==> src/rtl/regfile_pkg.sv <==
// Shared definitions for the general-purpose register file and the decode
// logic that drives it.
package regfile_pkg;

   localparam int DATA_W_DEF = 32;
   localparam int NREGS_DEF  = 16;

   // Widest packed bus the slice helper accepts; callers zero-extend into it.
   localparam int SLICE_BUS_W = 1024;

   // Returns slice k (of width w) of a packed multi-port bus, right-aligned.
   function automatic logic [SLICE_BUS_W-1:0] busSlice(
      input logic [SLICE_BUS_W-1:0] bus,
      input int unsigned            k,
      input int unsigned            w
   );
      logic [SLICE_BUS_W-1:0] mask;
      if (w >= SLICE_BUS_W) begin
         mask = '1;
      end else begin
         mask = (SLICE_BUS_W'(1) << w) - SLICE_BUS_W'(1);
      end
      return (bus >> (k * w)) & mask;
   endfunction

endpackage

==> src/rtl/regfile_sb_rdport.sv <==
// One combinational read port: zero-register override, write-through bypass
// and busy qualification against a same-cycle write.
module regfile_sb_rdport
   import regfile_pkg::*;
#(
   parameter int DATA_W   = DATA_W_DEF,
   parameter int ADDR_W   = $clog2(NREGS_DEF),
   parameter int ZERO_REG = 1
) (
   input  logic [ADDR_W-1:0] addr_i,
   input  logic [DATA_W-1:0] reg_data_i,
   input  logic              reg_busy_i,
   input  logic              wr_en_i,
   input  logic [ADDR_W-1:0] wr_addr_i,
   input  logic [DATA_W-1:0] wr_data_i,
   output logic [DATA_W-1:0] rd_data_o,
   output logic              rd_busy_o
);

   localparam logic ZeroEn = (ZERO_REG != 0);

   logic isZeroReg;
   logic writeHit;

   assign isZeroReg = ZeroEn && (addr_i == '0);
   assign writeHit  = wr_en_i && (wr_addr_i == addr_i);

   // A write landing this cycle both supplies the data and resolves the hazard.
   always_comb begin
      rd_data_o = reg_data_i;
      rd_busy_o = reg_busy_i;
      if (isZeroReg) begin
         rd_data_o = '0;
         rd_busy_o = 1'b0;
      end else if (writeHit) begin
         rd_data_o = wr_data_i;
         rd_busy_o = 1'b0;
      end
   end

endmodule

==> src/rtl/regfile_sb.sv <==
// Parametrised register file with N bypassed read ports, optional hardwired
// zero register and a per-register busy scoreboard for RAW hazard tracking.
module regfile_sb
   import regfile_pkg::*;
#(
   parameter int DATA_W   = DATA_W_DEF,
   parameter int NREGS    = NREGS_DEF,
   parameter int ADDR_W   = $clog2(NREGS),
   parameter int NUM_RD   = 2,
   parameter int ZERO_REG = 1,
   parameter int DBG_IDX  = 4
) (
   input  logic                     clk_i,
   input  logic                     reset_i,
   input  logic [NUM_RD*ADDR_W-1:0] rd_addr_i,
   output logic [NUM_RD*DATA_W-1:0] rd_data_o,
   output logic [NUM_RD-1:0]        rd_busy_o,
   input  logic                     wr_en_i,
   input  logic [ADDR_W-1:0]        wr_addr_i,
   input  logic [DATA_W-1:0]        wr_data_i,
   input  logic                     claim_en_i,
   input  logic [ADDR_W-1:0]        claim_addr_i,
   output logic                     claim_stall_o,
   output logic                     err_unclaimed_o,
   output logic [DATA_W-1:0]        dbg_data_o
);

   localparam logic ZeroEn = (ZERO_REG != 0);

   if ((NREGS < 2) || ((NREGS & (NREGS - 1)) != 0)) begin : gNregsCheck
      $error("regfile_sb: NREGS must be a power of two and at least 2");
   end
   if (ADDR_W != $clog2(NREGS)) begin : gAddrCheck
      $error("regfile_sb: ADDR_W must equal clog2(NREGS)");
   end
   if ((DBG_IDX < 0) || (DBG_IDX >= NREGS)) begin : gDbgCheck
      $error("regfile_sb: DBG_IDX out of range");
   end

   logic [DATA_W-1:0] regs_q [NREGS];
   logic [DATA_W-1:0] regs_d [NREGS];
   logic [NREGS-1:0]  busy_q;
   logic [NREGS-1:0]  busy_d;
   logic              err_q;
   logic              err_d;

   logic wrWritable;
   logic claimWritable;
   logic claimTake;

   assign wrWritable    = wr_en_i && !(ZeroEn && (wr_addr_i == '0));
   assign claimWritable = claim_en_i && !(ZeroEn && (claim_addr_i == '0));

   // A claim only stalls on a live producer; a write this cycle retires it.
   assign claim_stall_o = claimWritable && busy_q[claim_addr_i]
                          && !(wr_en_i && (wr_addr_i == claim_addr_i));
   assign claimTake     = claimWritable && !claim_stall_o;

   // Claim is applied after the write so a new producer wins the busy bit.
   always_comb begin
      regs_d = regs_q;
      busy_d = busy_q;
      err_d  = err_q;
      if (wrWritable) begin
         regs_d[wr_addr_i] = wr_data_i;
         busy_d[wr_addr_i] = 1'b0;
         if (!busy_q[wr_addr_i]) begin
            err_d = 1'b1;
         end
      end
      if (claimTake) begin
         busy_d[claim_addr_i] = 1'b1;
      end
   end

   always_ff @(posedge clk_i) begin
      if (reset_i) begin
         regs_q <= '{default: '0};
         busy_q <= '0;
         err_q  <= 1'b0;
      end else begin
         regs_q <= regs_d;
         busy_q <= busy_d;
         err_q  <= err_d;
      end
   end

   for (genvar k = 0; k < NUM_RD; k++) begin : gRdPort
      logic [ADDR_W-1:0] portAddr;
      assign portAddr = rd_addr_i[k*ADDR_W +: ADDR_W];

      regfile_sb_rdport #(
         .DATA_W   (DATA_W),
         .ADDR_W   (ADDR_W),
         .ZERO_REG (ZERO_REG)
      ) uRdPort (
         .addr_i     (portAddr),
         .reg_data_i (regs_q[portAddr]),
         .reg_busy_i (busy_q[portAddr]),
         .wr_en_i    (wr_en_i),
         .wr_addr_i  (wr_addr_i),
         .wr_data_i  (wr_data_i),
         .rd_data_o  (rd_data_o[k*DATA_W +: DATA_W]),
         .rd_busy_o  (rd_busy_o[k])
      );
   end

   assign err_unclaimed_o = err_q;
   assign dbg_data_o      = regs_q[DBG_IDX];

endmodule
==> config.mk <==
export PLATFORM = sky130hd
export DESIGN_NAME = regfile_sb
export DESIGN_NICKNAME = d
export VERILOG_FILES = /design/src/rtl/regfile_pkg.sv /design/src/rtl/regfile_sb_rdport.sv /design/src/rtl/regfile_sb.sv
export SDC_FILE = /design/constraint.sdc
export NUM_CORES = 2
export LEC_CHECK = 0
export CAP_MARGIN = 20
export CORE_UTILIZATION = 39
export DETAILED_ROUTE_END_ITERATION = 6
export PLACE_DENSITY = 0.62
export SLEW_MARGIN = 40
export SYNTH_ARGS = -nofsm -noshare
export SYNTH_HDL_FRONTEND = slang
export SYNTH_HIERARCHICAL = 1
export SYNTH_SLANG_ARGS = --single-unit
export TNS_END_PERCENT = 1
==> constraint.sdc <==
create_clock -name clk_i -period 2.9 [get_ports clk_i]
set_clock_uncertainty 0.2 [all_clocks]
set_input_delay 0.58 -clock clk_i [delete_from_list [all_inputs] [get_ports clk_i]]
set_output_delay 0.58 -clock clk_i [all_outputs]
set_load 0.01 [all_outputs]
# --- Word-level counts from Yosys, hierarchy flattened ---
# Index checks and enable logic that the tools add are counted.
word_totals:
  latch_bits: 0
  mem_bits_ro: 0
  mem_bits_rw: 0
  output_inout_bits: 100
  n_memories: 0
  ff_bits: 529
  inputBits: 52
classes:
  order_cmp: 10
  n_reduce_logical: 20
  addsub: 0
  bitwise: 7
  div: 0
  n_mul: 0
  n_shift: 0
  n_eq_ne: 3
  mux: 31
ops:
  columns: ["operator", "count"]
  rows:
  - ["512-bit bitwise mux", 1]
  - ["32-bit two-way mux", 9]
  - ["32-bit binary-select mux with 4-bit select", 2]
  - ["32-bit demux with 4-bit select", 1]
  - ["16-bit two-way mux", 2]
  - ["4-bit by 5-bit < comparator with 1-bit output, second input constant", 4]
  - ["16-bit AND", 1]
  - ["1-bit binary-select mux with 4-bit select", 4]
  - ["4-bit zero test", 4]
  - ["16-bit NOT", 1]
  - ["16-bit OR", 1]
  - ["5-bit greater-or-equal comparator, second input constant", 3]
  - ["4-bit NOT with 5-bit output", 3]
  - ["4-bit == test", 3]
  - ["1-bit logical AND", 11]
  - ["1-bit two-way mux", 10]
  - ["1-bit demux with 4-bit select", 2]
  - ["4-bit by 1-bit greater-or-equal comparator with 1-bit output, second input constant", 2]
  - ["5-bit by 1-bit < comparator with 1-bit output, second input constant", 1]
  - ["1-bit zero test", 4]
  - ["2-bit AND reduction", 1]
  - ["1-bit NOT", 1]

# --- Longest topological paths before layout ---
depth:
  ltp_word: 9
  depth_mapped: 8

# --- Hierarchy ---
# The synthesis kept the hierarchy.
by_module_without_submodules:
  columns: ["mod", "instances", "area_per_inst_um2", "cells_per_inst"]
  rows:
  - ["regfile_sb", 1, 26476.6, 2770]
  - ["regfile_sb_rdport", 2, 765.7, 124]

# --- Worst setup path before layout ---
# No wires, ideal clock.
synth_path:
  path_kind: "input -> output"
  startpoint: "in rd_addr_i[1]"
  endpoint: "out rd_data_o[0]"
  path_stages: 7
  t_required_ns: 2.120
  path_slack_ns: -0.169
  t_arrival_ns: 2.289
  path_cell_list: "buf_2 buf_4 buf_1 mux4_2 mux4_2 o21ai_0 a21boi_0"
synth_between:
  elab_chain_len: 6
  elab_cells_between_ends: 9
  cone_classes: "eq/ne: 1; mux: 5; bitwise: 1; reduce/logical: 2"
synth_lines:
  columns: ["element", "line", "rtl"]
  rows:
  - ["start: declaration", "regfile_sb.sv:15", "input logic [NUM_RD*ADDR_W-1:0] rd_addr_i,"]
  - ["4-bit NOT with 5-bit output (implied by the code)", "regfile_sb.sv:98", ".reg_data_i (regs_q[portAddr]),"]
  - ["32-bit binary-select mux with 4-bit select", "regfile_sb.sv:98", null]
  - ["32-bit two-way mux (implied by the code) (2 in a row)", "regfile_sb.sv:98", null]
  - ["32-bit two-way mux", "regfile_sb_rdport.sv:35", "end else if (writeHit) begin"]
  - ["32-bit two-way mux *", "regfile_sb_rdport.sv:32", "if (isZeroReg) begin"]
  - ["end: declaration", "regfile_sb.sv:16", "output logic [NUM_RD*DATA_W-1:0] rd_data_o,"]
# Every way passes the cells marked *; elsewhere a longest branch is shown, timed or not. The select of a mux whose other input is x is not followed.

# --- Worst setup path in the final report ---
layout_path:
  startpoint: "in rd_addr_i[0]"
  endpoint: "out rd_data_o[14]"
# Same word-level chain as after synthesis.

==> metrics.md <==
| Metric | Value |
|---|---|
| Mux cell area share after synthesis | `27.1%` |
| Post-placement cell area | `0.0330 mm2` |
| Largest net degree at the start of global routing | `130` |
| CTS root buf | `clkbuf_16` |
| Synth area leader | `dfxtp_1` |
| Post-synth EDFFs | `0` |
| Final worst slack | `-0.302 ns` |
| Clock power share | `43.4%` |
| Hold_sp | `reset_i` |
| Async S/R FF share, synth | `0%` |
| Synth top area cells | `dfxtp_1 (38%), mux4_2 (27%), nand2_1 (13%), a21oi_1 (8.6%), clkbuf_1 (2.9%)` |
| Worst Hold Path Cells | `2` |
| Hold_buf cts | `0` |
| DR WL/cell | `26.1 um` |
| Net Sw Power | `4.57 mW` |
| Violated checks | `negative setup slack` |
| Status | `finished, violations left` |
| Endpoint, Worst Hold | `busy_q[0]$_SDFF_PP0_` |
| Capture point of the worst reg-to-reg path | `err_unclaimed_o$_SDFFE_PP0P_` |
| Clk sinks | `529` |
| DP HPWL | `69.0 mm` |
| # fillers | `6201` |
| Placed cells | `4103` |
| Worst path most repeated cell | `mux4_2` |
| Die Span Y | `270 um` |
| Total power draw | `17.3 mW` |
| Fmax | `312 MHz` |
| Most frequent cell after synthesis | `nand2_1` |
| Delay-heaviest family, CP | `multiplexers` |
| Non-filler cells, final | `4297` |
| Post-synthesis sequential area ratio | `37.8%` |
| Port buffer count | `151` |
| Final Wtd Congestion | `0.868` |
| Synth Area in XOR/XNOR | `0.375%` |
| Vias in the first global route | `25.4k` |
| Worst-Skew Late Latency | `0.65 ns` |
| H-tree lvl count | `2` |
| Setup tns final | `-14.26 ns` |
| Setup crit end kind | `output pin` |
| Top cells by count, synth | `nand2_1 (981), dfxtp_1 (529), a21oi_1 (482), mux4_2 (331), clkbuf_1 (213)` |
| Crit Path Class | `input pin to output pin` |
| Sequence of cells on the critical path | `clkbuf_16, buf_8, buf_12, buf_4, mux4_2, mux4_2, o21ai_1, a21boi_1, buf_2` |
| Final min period | `3.20 ns` |
| Die ar. | `0.0729 mm2` |
| Row Count | `97` |
| IO Count | `152` |
| PwrDens | `473 mW/mm2` |
| Worst r2r src | `busy_q[14]$_SDFF_PP0_` |
| Synth Area in Adders | `0%` |
| CP Data Arrival Time | `2.42 ns` |
| ANT cells | `0` |
| Worst Hold Class | `input pin to flop` |
| Simple-gate share of the synthesized area | `16.7%` |
| First-pass GRT wire length | `165 mm` |
| Int Power | `12.8 mW` |
| YS warnings | `6` |
| Logic gate share of total power | `13.8%` |
| Lkg Pwr | `12.8 nW` |
| Vias | `26.1k` |
| Final #Nets | `3367` |
| CTS max path bufs | `3` |
| Core area | `0.0705 mm2` |
| Largest family of logic cells by synthesized area | `multiplexers` |
| Worst vdd ir | `0.475 mV` |
| Depth of the most critical reg-to-reg path | `5` |
| Share of the synthesized area in the top cell type | `37.8%` |
| Final instance area | `0.0366 mm2` |
| Layout cell share with drive strength beyond 1 | `32.4%` |
| Max Cap Viol | `0` |
| Register bit total from synthesis | `529` |
| Syn-to-layout area delta | `30.7%` |
| Data required, critical path | `2.12 ns` |
| Crit-path slowest cell | `mux4_2` |
| Total CTS buffers | `57` |
| Antenna violations before repair | `2` |
| Post-route ant nets | `0` |
| CP Launch Type | `input pin` |
| Synth unique cells | `45` |
| Worst Path Buf+Inv | `5` |
| Worst reg2reg setup slack | `1.06 ns` |
| Starting Density | `39.7%` |
| Slew at the pin closest to its max-slew limit | `0.655 ns` |
| GRT Resource Usage Total | `30.2%` |
| Rel. slew slack | `56.3%` |
| Syn Area/Cell | `9.28 um2` |
| Synth Area in Compound Gates | `12.1%` |
| Synthesized area | `0.0280 mm2` |
| Placement Setup Slack | `-0.901 ns` |
| Die width | `270 um` |
| Count of final setup violators | `67` |
| Top_reg_cell synth | `dfxtp_1` |
| Vias per cell | `6.07` |
| Mapped Cells | `3018` |
| RSZ-0062 raised after global routing | `yes` |
| CTS tree | `built` |
| Initial DRC count | `3470` |
| DRC | `0` |
| Part of the cycle the worst path needs | `110%` |
| Congestion Overflow GR | `0` |
| Worst-path clk slew | `0.07 ns` |
| Crit Path Max Fanout | `5` |
| Syn_nets | `3070` |
| Final core utilization | `51.9%` |
| Final hold vios | `0` |
| Aggregate routed wire length | `112 mm` |
| Max Slew Vio Count | `0` |
| TritonRoute pass-1 iters | `5` |
| Fin Hold WS | `0.139 ns` |
| Sw Share | `26.4%` |
| Slowest cell delay on critical path | `0.51 ns` |
| Reg power frac | `42.9%` |
cell type report:
class	instances	area, um2	area share (%)
Clock inverter	19	220	0.601
Timing Repair Buffer	572	6590	18.0
Multi-Input combinational cell	2153	16300	44.5
Sequential cell	529	10600	29.1
Tap cell	940	1180	3.21
Inverter	2	7.51	0.0205
Clock buffer	82	1690	4.62
worst register-to-register path: cells and delay by family (launching register included):
family / cells / cell delay [ns]
buf+inv: 1 / 0.20
mux: 1 / 0.46
flops: 1 / 0.34
compound gates: 3 / 0.57
power by group through the flow:
stage,Combinational [mW],Sequential (mW),Clock (mW)
6_report,2.39,7.43,7.52
5_1_grt,2.47,7.44,7.86
4_1_cts,2.34,7.43,7.53
3_5_place_dp,2.03,7.59,0
3_3_place_gp,2.03,7.58,0
2_1_floorplan,1.05,7.56,0
sequential cells by signal, indices dropped and copies added, names as in the netlist:
signal	flops
dbg_data_o	32
busy_q	16
err_unclaimed_o	1
regs_q	480
timing repair:
action | 4_1_cts | 5_1_grt
pin swaps | 25 | 26
cloned | 26 | 0
hold endpoints to repair | 0 | 0
setup endpoints to repair | 67 | 67
resized for setup | 484 | 71
buffers inserted | 69 | 2
logic make-up (layout without fill, tap and decap cells):
family	after synthesis	count (layout)
xor gates and xnor gates	12	12
buffers and inverters	336	675
AOI/OAI and AO/OA	640	640
DFF	529	529
and+or+nand+nor	1157	1157
muxes	344	344
routing by layer:
layer  track usage (%)  up-vias  part of all wire [%]
li1                  -    11300                     -
met1              38.7    12800                    37
met2              48.1     1662                    47
met3              6.21      355                    11
met4              15.3        2                   5.2
met5                 0        -                0.0071
placed cells by master (no fill, tap or decap), drive strengths merged, types with 64 or more instances in the layout:
cell type / instances
dfxtp: 529
nand2: 981
nand3: 77
buf: 486
clkdlybuf4s50: 68
clkbuf: 89
a21oi: 482
mux4: 331
a21boi: 64
o21ai: 82
worst max-delay path by stage:
stage,start,slack (ns),cells past startpoint,endpoint
4_1_cts,rd_addr_i[4],-0.33,9,rd_data_o[59]
3_5_place_dp,wr_addr_i[3],-0.90,7,rd_data_o[17]
3_3_place_gp,wr_addr_i[3],-0.90,8,rd_data_o[32]
6_report,rd_addr_i[0],-0.30,9,rd_data_o[14]
5_1_grt,rd_addr_i[4],-0.34,9,rd_data_o[42]
2_1_floorplan,rd_addr_i[4],-0.002,7,rd_data_o[36]
No activity file was read; power rests on OpenSTA's default activity.
